===== src/rtl/ext_pipe_unit.sv =====
`default_nettype none
// ============================================================================
// Module   : ext_pipe_unit
// Purpose  : Registered immediate extender for the ID stage. Each accepted
//            immediate is extended at push time according to its mode and
//            is then held in a 2-entry in-order buffer. The buffer absorbs
//            EX-stage stalls and can be emptied by a synchronous flush.
// Revision : 1.0 - initial release
// ----------------------------------------------------------------------------
// Ports:
//   clk        in   clock; all state changes on the rising edge
//   reset      in   asynchronous active-low reset
//   flush      in   synchronous kill of all buffered entries
//   in_valid   in   input entry present
//   in_ready   out  buffer can accept an entry this cycle
//   in_imm     in   raw immediate [IN_W]
//   in_mode    in   00 zero, 01 sign, 10 high, 11 branch offset
//   in_tag     in   side-band tag [TAG_W], passed through unchanged
//   out_valid  out  head entry valid
//   out_ready  in   consumer accepts the head entry this cycle
//   out_data   out  extended value of the head entry [OUT_W]
//   out_mode   out  mode of the head entry
//   out_tag    out  tag of the head entry
//   stat_sign_neg out [16] (only with EXT_PIPE_STATS_EN) saturating count
//              of sign/branch-mode pushes whose immediate MSB is set
// Optional build macro: EXT_PIPE_STATS_EN
// ============================================================================
module ext_pipe_unit #(
  parameter int IN_W  = 16,
  parameter int OUT_W = 32,
  parameter int TAG_W = 5
) (
  input  logic             clk,
  input  logic             reset,
  input  logic             flush,
  input  logic             in_valid,
  output logic             in_ready,
  input  logic [IN_W-1:0]  in_imm,
  input  logic [1:0]       in_mode,
  input  logic [TAG_W-1:0] in_tag,
  output logic             out_valid,
  input  logic             out_ready,
  output logic [OUT_W-1:0] out_data,
  output logic [1:0]       out_mode,
  output logic [TAG_W-1:0] out_tag
`ifdef EXT_PIPE_STATS_EN
  ,
  output logic [15:0]      stat_sign_neg
`endif
);

  localparam logic [1:0] MODE_ZERO   = 2'b00;
  localparam logic [1:0] MODE_SIGN   = 2'b01;
  localparam logic [1:0] MODE_HIGH   = 2'b10;
  localparam logic [1:0] MODE_BRANCH = 2'b11;

  // Buffer storage and bookkeeping. count in {0,1,2} doubles as the
  // EMPTY/ONE/FULL state; the pointers are single bits that wrap 1 -> 0.
  logic [OUT_W-1:0] data_mem [2];
  logic [1:0]       mode_mem [2];
  logic [TAG_W-1:0] tag_mem  [2];
  logic             rd_ptr;
  logic             wr_ptr;
  logic [1:0]       count;

  logic             push;
  logic             pop;
  logic [OUT_W-1:0] zext;
  logic [OUT_W-1:0] sext;
  logic [OUT_W-1:0] ext_value;

  // in_ready depends only on registered count, flush and reset so that no
  // combinational path exists from out_ready back to in_ready.
  assign in_ready  = reset && (count != 2'd2) && !flush;
  assign out_valid = (count != 2'd0);
  assign push      = in_valid && in_ready;
  assign pop       = out_valid && out_ready;

  assign out_data  = data_mem[rd_ptr];
  assign out_mode  = mode_mem[rd_ptr];
  assign out_tag   = tag_mem[rd_ptr];

  // Size casts handle IN_W == OUT_W cleanly: the extension collapses to a
  // pass-through and the high-mode shift amount becomes zero.
  assign zext = OUT_W'(in_imm);
  assign sext = OUT_W'($signed(in_imm));

  always_comb begin
    ext_value = zext;
    case (in_mode)
      MODE_ZERO:   ext_value = zext;
      MODE_SIGN:   ext_value = sext;
      MODE_HIGH:   ext_value = zext << (OUT_W - IN_W);
      MODE_BRANCH: ext_value = sext << 2;
      default:     ext_value = zext;
    endcase
  end

  always_ff @(posedge clk or negedge reset) begin
    if (!reset) begin
      count  <= 2'd0;
      rd_ptr <= 1'b0;
      wr_ptr <= 1'b0;
      for (int i = 0; i < 2; i++) begin
        data_mem[i] <= '0;
        mode_mem[i] <= '0;
        tag_mem[i]  <= '0;
      end
    end else if (flush) begin
      // Storage contents are left as-is; out_valid=0 hides them.
      count  <= 2'd0;
      rd_ptr <= 1'b0;
      wr_ptr <= 1'b0;
    end else begin
      if (push) begin
        data_mem[wr_ptr] <= ext_value;
        mode_mem[wr_ptr] <= in_mode;
        tag_mem[wr_ptr]  <= in_tag;
        wr_ptr           <= ~wr_ptr;
      end
      if (pop) begin
        rd_ptr <= ~rd_ptr;
      end
      case ({push, pop})
        2'b10:   count <= count + 2'd1;
        2'b01:   count <= count - 2'd1;
        default: count <= count;
      endcase
    end
  end

`ifdef EXT_PIPE_STATS_EN
  // push already excludes flushed cycles because in_ready is low then.
  // The counter survives flush and only clears on reset.
  always_ff @(posedge clk or negedge reset) begin
    if (!reset) begin
      stat_sign_neg <= 16'd0;
    end else if (push && in_mode[0] && in_imm[IN_W-1] &&
                 (stat_sign_neg != 16'hFFFF)) begin
      stat_sign_neg <= stat_sign_neg + 16'd1;
    end
  end
`endif

endmodule
`default_nettype wire


===== config.mk =====
export PLATFORM = sky130hd
export DESIGN_NAME = ext_pipe_unit
export DESIGN_NICKNAME = d
export VERILOG_FILES = /design/src/rtl/ext_pipe_unit.sv
export SDC_FILE = /design/constraint.sdc
export NUM_CORES = 1
export LEC_CHECK = 0
export ABC_AREA = 1
export CORE_MARGIN = 2
export CORE_UTILIZATION = 48
export DETAILED_ROUTE_END_ITERATION = 8
export PLACE_DENSITY_LB_ADDON = 0.15
export SYNTH_ARGS = -nofsm -noshare
export SYNTH_HDL_FRONTEND = slang
export SYNTH_SLANG_ARGS = --single-unit

===== constraint.sdc =====
create_clock -name clk -period 1.35 [get_ports clk]
set_clock_uncertainty 0.15 [all_clocks]
set_input_delay 0.27 -clock clk [delete_from_list [all_inputs] [get_ports clk]]
set_output_delay 0.27 -clock clk [all_outputs]
set_load 0.01 [all_outputs]

==> impl_metrics.csv, run 1 <==
group,metric,value,unit
die,placementRows,33,
power,ir_drop,0.8664,mV
die,die_area,9017,um^2
final_layout,drive_above_1_share,47.09,%
sta,relSlewSlack,57.31,%
final_layout,multi_input_area,2266,um^2
sta,hold_violations,0,
synth,netlist_instances,518,
sta,slew_violations,0,
sta,setup_slack,-537.0,ps
routing,postRouteAntennaNets,0,
sta,worst_slew_pin_slew,633.7,ps
grt,globalRouteOverflowTotal,0,
power,p_leak,3.460,nW
synth,yosysUniqueCellTypes,21,
routing,drt_first_pass_iters,5,
sta,min_period,1887,ps
synth,synth_top_family_by_area,"compound AO/OA/AOI/OAI gates",
sta,fin_crit_sh,139.8,%
placed_design,pre_cts_slack,-561.1,ps
critical_path,reg2reg_to,"mode_mem[0]$_DFFE_PN0P_",
critical_path,cp.depth,4,
placed_design,routabilityCongestion,0.8530,
synth,syn_nets,546,
grt,grt_pass1_wl,22.72,mm
routing,vias_per_cell,5.859,
synth,synthAdderAreaFrac,0,%
placed_design,place_area,5039,um^2
routing,drc,0,
run,maxCapViolations,0,
grt,grt_max_degree,50,
critical_path,end_kind,"primary output",
power,powerDensity,1607,nW/um^2
final_layout,final_area,6480,um^2
placed_design,placed_cells,703,
synth,ys_seq_area_share,51.67,%
sta,rsz0062_at_grt,"true",
critical_path,crit_fanout,33,
clocking,cts_buffers,9,
clocking,h-tree-depth,3,
critical_path,crit_buf_inv,2,
routing,finalWirelength,15.42,mm
placed_design,dp_hpwl,6.872,mm
final_layout,final_cell_mix,"dfrtp_1, nand2_1, inv_1",
synth,ys_warn_count,0,
final_layout,nFillCells,471,
final_layout,area_growth,63.17,%
critical_path,crit_path_end,"out_data[29]",
synth,synth.avg_cell_area,7.667,um^2
synth,ys_seq_elements,82,
synth,yosysTopAreaCell,"dfrtp_1",
synth,synth-compound-area-share,19.28,%
die,initial_core_util,48.82,%
critical_path,cp.required,930,ps
final_layout,nets,675,
sta,fin_hold_ws,261.5,ps
clocking,cts.sinks,82,
clocking,clk_pin_slew,80,ps
status,violations,"negative setup slack",
critical_path,r2r_setup_slack,-390,ps
grt,grt_use_total,33.91,%
critical_path,cp_slowest_stage_delay,450,ps
die,die_h,94.96,um
critical_path,cpLargestDelayFamily,"flip-flops",
routing,wl_per_cell,20.37,um
routing,vias,4435,
sta,fmax,530.0,MHz
die,pin_count,69,
grt,grt_pass1_vias,4500,
status,status,"finished with violations",
critical_path,r2r_start,"count[1]$_DFFE_PN0P_",
clocking,root_buffer,"clkbuf_8",
critical_path,start_kind,"flip-flop",
synth,syn_area,3971,um^2
critical_path,path_class,"flip-flop to primary output",
clocking,insertion_delay,370,ps
die,fp.dieW,94.96,um
synth,muxShareOfSynthArea,0,%
grt,grt_antenna_before_repair,0,
critical_path,reg2reg_depth,9,
routing,drtIter0Drc,347,
final_layout,fin_util,79.66,%
final_layout,area.sequential,2053,um^2
final_layout,layout.cells.non_filler,757,
synth,yosys.area_share.xor_xnor,0,%
final_layout,final_common_cell,"dfrtp_1",
clocking,clk_path_buf_depth,2,
synth,synth_top_area_share,51.67,%
critical_path,critPathSlowestCell,"dfrtp_2",
critical_path,critPathLaunch,"rd_ptr$_DFFE_PN0P_",
die,coreArea,8134,um^2
synth,synth_area_leaders,"dfrtp_1, nand2_1, o21ai_0",
final_layout,diodes,0,
critical_path,arrival,1470,ps
clocking,cts_tree,"done",
sta,setup_viol,121,
placed_design,port_buffers,68,
hold_path,hp-class,"primary input to flip-flop",
synth,yosys.area_share.simple,18.97,%
critical_path,path_cells,"buf_12 -> nand2_1 -> o21ai_1 -> buf_2",
[flip-flops by register name, summed over array words and instances (netlist names)]
| signal | cells |
|---|---|
| tag_mem | 10 |
| data_mem | 64 |
| rd_ptr | 1 |
| mode_mem | 4 |
| wr_ptr | 1 |
| count | 2 |
[Yosys cell counts, drive strengths merged]
master    n
a21oi     2
buf      11
clkbuf   23
dfrtp    82
inv      63
nand2   168
nand3     6
nand4     2
nor2     14
o211ai    1
o21ai   132
o22ai    14
[power by group]
part	switching (mW)	internal (mW)	total, mW
sequential	0.463	3.40	3.86
combinational	2.67	2.11	4.78
clock	0.947	0.821	1.77
[worst reg2reg max path: cells and delay by family, from the launching register on]
family	cells	cell delay, ps
AOI/OAI and AO/OA	1	110
buffers and inverters	4	590
DFF	1	410
and+or+nand+nor	4	410
[stage by stage]
step / setup TNS (ps) / power [mW]
2_1_floorplan: -1518 / 5.543
3_3_place_gp: -55190 / 7.507
3_5_place_dp: -59200 / 7.609
4_1_cts: -39630 / 9.590
5_1_grt: -46820 / 10.97
6_report: -41230 / 10.41
[final cells by class]
class                   count  share of cell area, %
flip-flops and latches     82                  31.69
multi-input cells         339                  34.97
clock inverters             3                 0.3476
repair buffers            152                  24.72
inverters                  63                  3.649
clock buffers              13                  2.607
well taps                 105                  2.027
[worst min-delay path by stage]
stage | start | endpoint | slack, ps | depth (start not counted)
after floorplan | reset | count[0]$_DFFE_PN0P_ | -180 | 0
after global placement | reset | count[1]$_DFFE_PN0P_ | 200 | 2
after detailed placement | reset | count[1]$_DFFE_PN0P_ | 200 | 2
after CTS | flush | count[0]$_DFFE_PN0P_ | 260 | 5
after global routing | flush | count[0]$_DFFE_PN0P_ | 270 | 5
final | flush | count[0]$_DFFE_PN0P_ | 260 | 5
[cells by family (layout without fill, tap and decap cells)]
logic type / count (synthesis) / in the layout
compound gates: 149 / 149
buf+inv: 97 / 231
flops: 82 / 82
simple gates: 190 / 190
[layer usage]
layer  track usage [%]  vias to the layer above  wire length, um
li1                  -                     1918                -
met5                 0                        -                0
met2             54.91                      271             7649
met3             5.826                       84              997
met4             22.10                        0              820
met1             41.74                     2162             5953
[what timing repair did]
| item | in CTS | in global routing |
|---|---|---|
| buffers inserted | 27 | 9 |
| hold buffers | 1 | 0 |
| hold endpoints to repair | 82 | 0 |
| cloned | 18 | 0 |
| setup endpoints to repair | 120 | 123 |
| gates resized for setup | 332 | 184 |
| pin swaps | 17 | 23 |
Power figures use the tool's default switching activity.
==> run 2, diff against run 1 <==
--- a/config.mk
+++ b/config.mk
@@ -6,10 +6,12 @@
 export NUM_CORES = 1
 export LEC_CHECK = 0
 export ABC_AREA = 1
+export CORE_ASPECT_RATIO = 0.8
 export CORE_MARGIN = 2
 export CORE_UTILIZATION = 48
 export DETAILED_ROUTE_END_ITERATION = 8
 export PLACE_DENSITY_LB_ADDON = 0.15
+export SETUP_SLACK_MARGIN = 0.1
 export SYNTH_ARGS = -nofsm -noshare
 export SYNTH_HDL_FRONTEND = slang
 export SYNTH_SLANG_ARGS = --single-unit
==> run 2 against run 1 <==
The run still ends with negative setup slack left. Largest power group unchanged. Critical path type unchanged. Via count grew 26%. Flip-flop and latch count is the same. Global-route usage grew 9.5 points. Maximum frequency shrank 13%. Sequential share of layout area shrank 4.6 points. Total power grew 32%. Utilization grew 15 points. Sequential power grew 9.3%. Clock-buffer cell count shrank 2. Non-clock buffer count grew 31. Setup slack lost 290 ps.
==> impl_metrics.csv, run 2 (same netlist as run 1, synthesis figures left out) <==
group,metric,value,unit
status,status,"finished with violations",
status,violations,"negative setup slack",
routing,wl_per_cell,32.05,um
clocking,root_buffer,"clkbuf_8",
die,die_h,85.36,um
clocking,cts_buffers,9,
final_layout,nets,706,
routing,drt_first_pass_iters,8,
clocking,h-tree-depth,3,
clocking,clk_pin_slew,90,ps
run,maxCapViolations,0,
final_layout,area_growth,91.15,%
sta,worst_slew_pin_slew,572.6,ps
routing,vias,5566,
final_layout,final_area,7591,um^2
sta,setup_slack,-825.1,ps
clocking,insertion_delay,380,ps
final_layout,diodes,0,
sta,fmax,459.7,MHz
routing,wl_met1,7.897,mm
final_layout,final_common_cell,"dfrtp_1",
die,fp.dieW,105.7,um
clocking,clk_path_buf_depth,2,
routing,postRouteAntennaNets,0,
placed_design,routabilityCongestion,0.8230,
power,p_leak,4.004,nW
sta,slew_violations,0,
final_layout,largest_reg_flops,64,
grt,grt_use_total,43.44,%
final_layout,multi_input_area,2715,um^2
sta,fin_hold_ws,362.9,ps
hold_path,hp-class,"primary input to flip-flop",
final_layout,fin_util,95.09,%
grt,grt_pass1_vias,5119,
die,coreArea,7983,um^2
placed_design,pre_cts_slack,-604.5,ps
critical_path,cp.required,930,ps
critical_path,critPathSlowestCell,"dfrtp_4",
critical_path,crit_fanout,7,
clocking,cts.sinks,82,
critical_path,arrival,1760,ps
sta,setup_viol,123,
grt,grt_pass1_wl,29.14,mm
critical_path,critPathLaunch,"rd_ptr$_DFFE_PN0P_",
critical_path,path_cells,"buf_6 -> buf_8 -> buf_6 -> o21ai_2 -> buf_2",
final_layout,final_cell_mix,"dfrtp_1, o21ai_2, nand2_4",
sta,min_period,2175,ps
routing,vias_per_cell,7.037,
critical_path,end_kind,"primary output",
die,placementRows,29,
placed_design,dp_hpwl,7.657,mm
routing,drtIter0Drc,958,
sta,rsz0062_at_grt,"true",
sta,relSlewSlack,61.42,%
sta,fin_crit_sh,161.1,%
power,ir_drop,1.234,mV
power,p_total,13.79,mW
placed_design,placed_cells,718,
die,initial_core_util,49.75,%
placed_design,place_area,5288,um^2
critical_path,crit_buf_inv,4,
die,pin_count,69,
placed_design,port_buffers,68,
routing,wl_met2,10.67,mm
grt,globalRouteOverflowTotal,0,
critical_path,r2r_start,"count[1]$_DFFE_PN0P_",
sta,hold_violations,0,
grt,grt_antenna_before_repair,0,
die,die_area,9022,um^2
final_layout,top_register,"data_mem",
final_layout,area.sequential,2056,um^2
routing,finalWirelength,25.35,mm
power,powerDensity,1816,nW/um^2
critical_path,cpLargestDelayFamily,"buffers and inverters",
hold_path,hold_start,"flush",
critical_path,start_kind,"flip-flop",
critical_path,cp_slowest_stage_delay,560,ps
routing,drc,0,
critical_path,cpMostUsedCell,"buf_6",
routing,maxUsedRoutingLayer,"met5",
final_layout,layout.cells.non_filler,791,
final_layout,drive_above_1_share,60.03,%
critical_path,path_class,"flip-flop to primary output",
final_layout,largestRegisters,"data_mem (64), tag_mem (10), mode_mem (4)",
grt,grt_max_degree,65,
final_layout,nFillCells,191,
sta,tns,-59410,ps
routing,wl_met3,4.015,mm
clocking,cts_tree,"done",
==> run 2: cell count changes in the layout (fill, tap and decap cells not counted), moves of 8 or more <==
| cell | delta |
|---|---|
| o21ai_2 | +36 |
| o21ai_1 | -31 |
| o21ai_0 | -22 |
| nand2_1 | -20 |
| buf_6 | +18 |
| o21ai_4 | +17 |
| buf_2 | -12 |
| nand2_4 | +12 |
| buf_16 | +8 |
==> run 2: worst register-to-register path, cell delays in order, from the launching register on <==
cell     delay [ps]
dfrtp_1         430
buf_6           140
nand2_4          60
nand3_4          80
buf_6           160
nor2_4          190
buf_6           130
buf_8           120
buf_16          160
nand2_2          80
nand2_2         140
==> run 2: final timing paths <==
check,endpoint,slack [ps],cells after the start
worst max-delay path,out_data[17],-830,5
worst min-delay path,count[0]$_DFFE_PN0P_,360,5
worst max register to register,data_mem[15]$_DFFE_PN0P_,-550,10
worst min register to register,data_mem[9]$_DFFE_PN0P_,380,2
max in group asynchronous,rd_ptr$_DFFE_PN0P_,170,3
min in group asynchronous,data_mem[16]$_DFFE_PN0P_,400,3
==> run 2: final cells by class <==
cell class	instances	share of cell area (%)
clock inverter	5	1.319
tap	108	1.780
timing repair buffer	183	28.88
clock buffer	11	1.994
multi-input combinational	339	35.77
sequential	82	27.08
inverter	63	3.181
==> run 2: routing by layer <==
metal	vias up	global-route usage, %
met5	-	0
met4	2	27.63
met3	292	12.90
met2	721	69.09
met1	2566	51.93
li1	1985	-
==> run 2: timing repair <==
| item | CTS | global route |
|---|---|---|
| hold buffers | 1 | 0 |
| pin swaps | 29 | 27 |
| endpoints found under the hold margin | 40 | 0 |
| setup buffers | 32 | 6 |
| cloned | 18 | 2 |
| endpoints found under the setup margin | 123 | 187 |
| gates resized for setup | 428 | 175 |
==> run 2: power breakdown <==
group / internal (mW) / switching, mW
sequential: 3.41 / 0.809
clock: 1.33 / 1.05
combinational: 3.13 / 4.07
